## src/rtl/echo_ind_arbiter.sv

```systemverilog
// Round-robin arbiter that shares one echo indication channel among NREQ
// requesters. The winner is captured into a single-entry output register.
// The register can be refilled in the same cycle that it drains, so the
// channel sustains one indication per cycle.

// Handshake for one requester. It turns the shared grant into this lane's
// RDY bit and classifies the lane's ENA as a fire or as a protocol error.
module echo_ind_lane (
  input  logic grant_i,   // this lane is the arbitration winner
  input  logic open_i,    // the output slot can take a payload this cycle
  input  logic ena_i,
  output logic rdy_o,
  output logic fire_o,
  output logic err_o
);
  assign rdy_o  = grant_i & open_i;
  assign fire_o = ena_i & rdy_o;
  assign err_o  = ena_i & ~rdy_o;
endmodule

module echo_ind_arbiter #(
  parameter int NREQ  = 4,
  parameter int WIDTH = 32,
  parameter int IDW   = 2
) (
  input  logic                  CLK,
  input  logic                  RST,
  input  logic [NREQ-1:0]       req_want,
  output logic [NREQ-1:0]       req__RDY,
  input  logic [NREQ-1:0]       req__ENA,
  input  logic [NREQ*WIDTH-1:0] req_v,
  input  logic                  ind_echo__RDY,
  output logic                  ind_echo__ENA,
  output logic [WIDTH-1:0]      ind_echo_v,
  output logic [IDW-1:0]        last_grant,
  output logic                  proto_err
);

  typedef enum logic {EMPTY = 1'b0, FULL = 1'b1} state_t;

  state_t           state_q, state_d;
  logic [WIDTH-1:0] data_q, data_d;
  logic [IDW-1:0]   rr_ptr_q, rr_ptr_d;
  logic [IDW-1:0]   last_q, last_d;
  logic             perr_q, perr_d;

  logic             slot_free, open;
  logic             found;
  logic [IDW-1:0]   win_idx;
  logic [NREQ-1:0]  lane_grant, lane_fire, lane_err;
  logic             accepted;
  logic [WIDTH-1:0] win_pay;

  // Replacement in the same cycle is allowed when downstream takes the held entry.
  // RDY is forced low during reset so that no requester sees a grant.
  assign slot_free = (state_q == EMPTY) | ind_echo__RDY;
  assign open      = slot_free & ~RST;

  // Rotating priority search that starts at rr_ptr and wraps NREQ-1 -> 0.
  always_comb begin
    logic [IDW-1:0] idx;
    found   = 1'b0;
    win_idx = '0;
    idx     = '0;
    for (int k = 0; k < NREQ; k++) begin
      idx = IDW'((int'(rr_ptr_q) + k) % NREQ);
      if (!found && req_want[idx]) begin
        found   = 1'b1;
        win_idx = idx;
      end
    end
  end

  genvar gi;
  generate
    for (gi = 0; gi < NREQ; gi++) begin : g_lane
      assign lane_grant[gi] = found & (win_idx == IDW'(gi));
      echo_ind_lane u_lane (
        .grant_i (lane_grant[gi]),
        .open_i  (open),
        .ena_i   (req__ENA[gi]),
        .rdy_o   (req__RDY[gi]),
        .fire_o  (lane_fire[gi]),
        .err_o   (lane_err[gi])
      );
    end
  endgenerate

  assign accepted = |lane_fire;

  // Winner payload mux. The grant is one-hot, so an OR of the gated slices is exact.
  always_comb begin
    win_pay = '0;
    for (int i = 0; i < NREQ; i++)
      if (lane_grant[i]) win_pay = win_pay | req_v[i*WIDTH +: WIDTH];
  end

  // Next state for the slot and the fairness state. Only an accept moves the pointer.
  always_comb begin
    state_d  = state_q;
    data_d   = data_q;
    rr_ptr_d = rr_ptr_q;
    last_d   = last_q;
    perr_d   = perr_q | (|lane_err);
    if (accepted) begin
      state_d  = FULL;
      data_d   = win_pay;
      last_d   = win_idx;
      rr_ptr_d = (win_idx == IDW'(NREQ-1)) ? '0 : win_idx + 1'b1;
    end else if (state_q == FULL && ind_echo__RDY) begin
      state_d  = EMPTY;
    end
  end

  // State registers. Reset discards any held payload.
  always_ff @(posedge CLK) begin
    if (RST) begin
      state_q  <= EMPTY;
      data_q   <= '0;
      rr_ptr_q <= '0;
      last_q   <= '0;
      perr_q   <= 1'b0;
    end else begin
      state_q  <= state_d;
      data_q   <= data_d;
      rr_ptr_q <= rr_ptr_d;
      last_q   <= last_d;
      perr_q   <= perr_d;
    end
  end

  assign ind_echo__ENA = (state_q == FULL);
  assign ind_echo_v    = data_q;
  assign last_grant    = last_q;
  assign proto_err     = perr_q;

endmodule

```

## config.mk

```make
export PLATFORM = sky130hd
export DESIGN_NAME = echo_ind_arbiter
export DESIGN_NICKNAME = d
export VERILOG_FILES = /design/src/rtl/echo_ind_arbiter.sv
export SDC_FILE = /design/constraint.sdc
export NUM_CORES = 1
export LEC_CHECK = 0
export CELL_PAD_IN_SITES_DETAIL_PLACEMENT = 1
export CELL_PAD_IN_SITES_GLOBAL_PLACEMENT = 2
export CORE_MARGIN = 5
export CORE_UTILIZATION = 18
export DETAILED_ROUTE_END_ITERATION = 6
export PLACE_DENSITY_LB_ADDON = 0.1
export SETUP_SLACK_MARGIN = 0.05
export SLEW_MARGIN = 40
export SYNTH_ARGS = -nofsm -noshare
export SYNTH_HDL_FRONTEND = slang
export SYNTH_SLANG_ARGS = --single-unit
```

## constraint.sdc

```tcl
create_clock -name CLK -period 7.14 [get_ports CLK]
set_input_delay 1.428 -clock CLK [delete_from_list [all_inputs] [get_ports CLK]]
set_output_delay 1.428 -clock CLK [all_outputs]
set_load 0.005 [all_outputs]
```

## After elaboration in Yosys (flattened, before gate mapping)

Index checks and enable logic that the tools add are counted.

- Bits in registers: 38
- Latch bits: 0
- RAM bits: 0
- Bits in read-only memories: 0
- Input port bits: 139
- Output and inout port bits: 40
- Word-level logic and storage cells: 78
- Memories: 0

- $add $sub $neg: 4
- $mul: 0
- Divide/modulo/power cells: 0
- Magnitude comparators: 4
- Equality and inequality tests: 3
- Shifts and indexed selects: 0
- Mux-type cells: 23
- Bitwise logic cells: 28
- Reductions and logical operators: 11

Operators with widths:

| cell | number |
|---|---|
| 32-bit two-way mux | 4 |
| 32-bit bitwise OR | 3 |
| 1-bit bitwise AND | 17 |
| 2-bit by 3-bit less-than comparator with 1-bit output (second input constant) | 4 |
| 1-bit two-way mux | 10 |
| 2-bit two-way mux | 5 |
| 1-bit binary-select mux with 2-bit select | 4 |
| 4-bit OR reduction | 2 |
| 1-bit inverter | 6 |
| 2-bit by 1-bit adder with 2-bit output (second input constant) | 2 |
| 2-bit adder (second input constant) | 2 |
| 2-bit == test (second input constant) | 2 |
| 1-bit logical AND | 4 |
| 1-bit logical NOT | 3 |
| 2-bit by 1-bit == test with 1-bit output (second input constant) | 1 |
| 2-bit logical NOT | 1 |
| 1-bit bitwise OR | 2 |
| 2-bit nonzero test | 1 |

## Longest topological paths before layout

- Depth in word-level cells: 21
- Mapped depth: 13

## Modules after synthesis

From an unflattened synthesis, not the netlist that was laid out.

- Cells, all modules: 276
- Area total of the unflattened synthesis: 2489.9 µm²

Modules (own cells, without submodules):

| module | times used | cells each | area each (µm²) | sequential area each (µm²) |
|---|---|---|---|---|
| echo_ind_arbiter | 1 | 264 | 2409.8 | 760.7 |
| echo_ind_lane | 4 | 3 | 20.0 | 0.0 |

## Least setup slack after synthesis

Ideal clock, no wire load.

- Path kind: in2out
- From: in req_want[2]
- To: out req__RDY[3]
- Data arrival time: 2.840 ns
- Slack: 2.872 ns
- Stages: 8
- Cells stage by stage: mux2i_1 nor2_1 nor3_1 ha_1 clkbuf_1 clkbuf_1 and2_1 buf_4

- Word-level cells in the longest chain between the ends: 15

RTL lines:

| element | RTL line | source |
|---|---|---|
| start, declared | 28 | `input logic [NREQ-1:0] req_want,` |
| 1-bit binary-select mux with 2-bit select | 67 | `if (!found && req_want[idx]) begin` |
| 1-bit two-way mux (implied by the code) | 67 |  |
| 1-bit two-way mux | 67 |  |
| 1-bit logical NOT | 67 |  |
| 1-bit logical AND | 67 |  |
| 1-bit two-way mux | 67 |  |
| 1-bit logical NOT | 67 |  |
| 1-bit logical AND | 67 |  |
| 1-bit two-way mux | 67 |  |
| 1-bit logical NOT | 67 |  |
| 1-bit logical AND | 67 |  |
| 2-bit two-way mux * | 67 |  |
| via win_idx[0] | 49 | `logic [IDW-1:0] win_idx;` |
| 2-bit == test * | 77 | `assign lane_grant[gi] = found & (win_idx == IDW'(gi));` |
| 1-bit bitwise AND * | 77 |  |
| 1-bit bitwise AND * | 16 | `assign rdy_o = grant_i & open_i;` |
| end, declared | 29 | `output logic [NREQ-1:0] req__RDY,` |

Mark *: on every way through the listed nets, which the timed path passes. The rest lies on a longest branch. The select of a mux whose other input is x is not followed.

## Worst setup path in the final report

- From: in req_want[0]
- To: out req__RDY[1]

- Word-level cells in the longest chain between the ends: 15

RTL lines:

| element | RTL line |
|---|---|
| 1-bit binary-select mux with 2-bit select | 67 |
| 1-bit two-way mux (implied by the code) | 67 |
| 1-bit two-way mux | 67 |
| 1-bit logical NOT | 67 |
| 1-bit logical AND | 67 |
| 1-bit two-way mux | 67 |
| 1-bit logical NOT | 67 |
| 1-bit logical AND | 67 |
| 1-bit two-way mux | 67 |
| 1-bit logical NOT | 67 |
| 1-bit logical AND | 67 |
| 2-bit two-way mux | 67 |
| 2-bit by 1-bit == test with 1-bit output | 77 |
| 1-bit bitwise AND * | 77 |
| 1-bit bitwise AND * | 16 |

Mark *: on every way between the ends. The rest lies on a longest branch, timed or not. The select of a mux whose other input is x is not followed.

==> flow_summary.toml <==
[power]
power_density_nw_per_um2 = 173
pwr-share-comb = 0.404
power_dissipated_by_switching_net_loads_w = 0.000233
net_switching_share_of_the_total_power = 0.306
sequentialPowerShare = 0.318
irDropWorstVdd_uv = 66.9
intPower_w = 0.000527
power.leakage_nw = 1.50
clockPowerShare = 0.278

[synthesis]
synth_fp_nets = 458
synth_seq_area_share = 0.326
synth_compound_area_frac = 0.413
dominantRegCellSynth = "sky130_fd_sc_hd__dfxtp_1"
post_synth_inst_count = 315
dominant_combinational_cell_family_by_area_after_synthesis = "compound AO/OA/AOI/OAI gates"
ys_warn_count = 0
post_synthesis_share_of_cell_area_spent_on_xor_and_xnor_gates = 0
netlist_area_um2 = 2330
synth-async-reset-ratio = 0
ys_seq_elements = 38
synth.distinct_cells = 29
postSynthAreaPerCell_um2 = 7.41
synth.mux.area_fraction = 0.00429
yosys.area_share.adder = 0.0214
yosys.area_share.simple = 0.151
synth_enable_flop_cells = 0

[timing]
timing.final.hold_violations = 0
timing.final.setup_violations = 0
relSlewSlack = 0.480
final_worst_path_setup_slack_ns = 1.82
setup_tns_ns = 0
max_clock_freq_ghz = 0.188
hold_ws_ns = 0.453
rsz_0062_raised_after_global_routing = "no"
min_tclk_post_route_ns = 5.32
maxSlewViolCount = 0
final_min_period_over_clock_period = 0.745
tightestPinTransition_ns = 0.779
finalClockSkew_ns = 0.00360

[clock_tree]
tritoncts = "built"
clk_pin_slew_ns = 0.06
cts_sinks = 38
clkLatencyLatePin_ns = 0.28
ctsLongestPathBuffers = 2
postCtsResizedCells = 0
cts-hold-fix-buffers = 0
cts_bufs_inserted = 5
cts_root_buffer = "sky130_fd_sc_hd__clkbuf_16"
post_cts_buffers = 0
cts_max_level = 2

[global_route]
groute.usage.overall = 0.144
grt_remaining_overflow = 0
vias_in_the_first_global_route = 3245
maximum_number_of_pins_on_one_net_before_global_route_repair = 40
number_of_antenna_violations_at_the_first_check_in_global_routing = 0
grt_pass1_wl_um = 17000

[die]
core-area_um2 = 12700
placementRows = 41
ports_placed_on_the_boundary = 179
floorplan.die.width_um = 124
initial_cell_density_of_the_core = 0.184
die_area_um2 = 15300
dieHeight_um = 124

[cells_and_area]
areaGrowthSynthToFinish_pct = 87.9
antennaDiodeCount = 0
layout.nets = 615
final_layout_size_suffix_gt1_frac = 0.0466

[placement]
numPortBuffers = 178
place.detailed.hpwl_um = 8500
globalplace.congestion = 0.724
place_worst_setup_slack_ns = 1.83

[routing]
post_drt_via_cell_ratio = 4.67
drc_violation_count_after_routing = 0
drt.antenna.violating_nets = 0
postRouteWirelength_um = 11500
detail_route.wl_per_cell_um = 17.8
initialDrtViolationCount = 109
number_of_detailed_routing_iterations_run_before_antenna_repair = 4
detailroute.via_count = 3007

[worst_setup_path]
crit_top_cell = "sky130_fd_sc_hd__clkdlybuf4s50_1"
timing.critical_path.fanout_max = 35
crit_slowest_cell = "sky130_fd_sc_hd__clkdlybuf4s50_1"
cp-end-kind = "primary output"
cp-start-kind = "primary input"
timing.critical_path.max_delay_family = "buffers and inverters"
critical_path.max_stage_delay_ns = 0.59
worstPathCellList = "clkdlybuf4s50_1, a21oi_1, o21a_1, o22ai_1, ha_1, buf_4, and2_1, clkdlybuf4s50_1"
worstPathRequired_ns = 5.71
timing.critical_path.buf_inv = 3
crit_arrival_ns = 3.89
timing.reg2reg.setup_slack_ns = 3.80
setup.worst_path.class = "in -> out"

[run]
maxCapViolCount = 0

[outcome]
status = "completed"

[worst_hold_path]
min-delay-path-class = "reg -> reg"
[kinds of logic (layout without fill, tap and decap cells)]
kind of cell	Yosys count	in the layout
and+or+nand+nor	83	83
buffers and inverters	41	198
adders and majority gates	4	4
DFF	38	38
AOI/OAI and AO/OA	148	148
muxes	1	1
[cells in the final DEF (no fill, tap or decap), types with 2 or more instances in the layout]
cell,count
sky130_fd_sc_hd__nand2_1,68
sky130_fd_sc_hd__dfxtp_1,38
sky130_fd_sc_hd__a21bo_2,3
sky130_fd_sc_hd__nor2_1,2
sky130_fd_sc_hd__o21a_1,2
sky130_fd_sc_hd__buf_4,6
sky130_fd_sc_hd__inv_1,5
sky130_fd_sc_hd__ha_1,4
sky130_fd_sc_hd__a22o_1,2
sky130_fd_sc_hd__and2_1,4
sky130_fd_sc_hd__a21oi_1,71
sky130_fd_sc_hd__a22oi_1,64
sky130_fd_sc_hd__nand2b_1,2
sky130_fd_sc_hd__clkbuf_1,2
sky130_fd_sc_hd__clkbuf_16,5
sky130_fd_sc_hd__clkdlybuf4s50_1,177
[sequential cells by signal, indices dropped and copies added (netlist names)]
name and flops:
ind_echo_v 32, last_grant 2, rr_ptr_q 2, ind_echo__ENA 1, proto_err 1
[stage by stage]
step                utilization  power, W  instances  instance area [um2]
CTS                       0.346  0.000779        644                 4380
floorplan                     -  0.000392        315                 2330
global route              0.346  0.000812        644                 4380
finish                    0.346  0.000760        644                 4380
detailed placement        0.336  0.000560        637                 4250
global placement          0.332  0.000551        635                 4210
[cells in the mapped netlist (2+ instances only)]
cell type	instances	area share
sky130_fd_sc_hd__a21oi_1	71	0.15
sky130_fd_sc_hd__nand2_1	68	0.11
sky130_fd_sc_hd__a22oi_1	64	0.21
sky130_fd_sc_hd__dfxtp_1	38	0.33
sky130_fd_sc_hd__clkbuf_1	24	0.039
sky130_fd_sc_hd__buf_2	5	0.011
sky130_fd_sc_hd__inv_1	5	0.0080
sky130_fd_sc_hd__and2_1	4	0.011
sky130_fd_sc_hd__buf_4	4	0.013
sky130_fd_sc_hd__ha_1	4	0.021
sky130_fd_sc_hd__a21bo_2	3	0.013
sky130_fd_sc_hd__buf_6	3	0.014
sky130_fd_sc_hd__a22o_1	2	0.0075
sky130_fd_sc_hd__nand2b_1	2	0.0054
sky130_fd_sc_hd__nor2_1	2	0.0032
sky130_fd_sc_hd__nor4_1	2	0.0054
sky130_fd_sc_hd__o21a_1	2	0.0064
[power groups by stage]
stage	sequential (W)	clock (W)	combinational (W)
after floorplan	0.000246	0	0.000145
after CTS	0.000242	0.000221	0.000316
after global routing	0.000245	0.000228	0.000338
after global placement	0.000246	0	0.000305
final	0.000242	0.000211	0.000307
after detailed placement	0.000247	0	0.000313
[final timing paths]
kind               endpoint      startpoint  cells after the start
max             req__RDY[1]     req_want[0]                      8
min          ind_echo_v[31]  ind_echo_v[31]                      2
max reg2reg   ind_echo_v[2]     rr_ptr_q[1]                     10
min reg2reg  ind_echo_v[31]  ind_echo_v[31]                      2
[layout make-up]
type / instances / area, um2
repair buffers: 186 / 1860
multi-input cells: 236 / 1390
flip-flops and latches: 38 / 761
clock buffers: 7 / 133
well taps: 172 / 215
inverters: 5 / 18.8
fillers: 1532 / 8290
[worst register-to-register path: stages, from the launching register on]
cell and delay, ns:
sky130_fd_sc_hd__dfxtp_1 0.46, sky130_fd_sc_hd__mux2i_1 0.22, sky130_fd_sc_hd__nor2_1 0.07, sky130_fd_sc_hd__nor3_1 0.34, sky130_fd_sc_hd__ha_1 0.25, sky130_fd_sc_hd__buf_4 0.40, sky130_fd_sc_hd__a22o_1 0.27, sky130_fd_sc_hd__o2111a_1 0.66
sky130_fd_sc_hd__buf_4 0.37, sky130_fd_sc_hd__nand2_1 0.09, sky130_fd_sc_hd__a21oi_1 0.14
[metal layers]
metal	share of wire	vias up	global-route usage	routed length, um
met5	0	-	0	0
met3	0.11	11	0.0631	1270
met1	0.41	1405	0.165	4710
li1	-	1455	-	-
met2	0.46	136	0.243	5310
met4	0.016	0	0.0429	183
(Power assumes the default switching activity.)
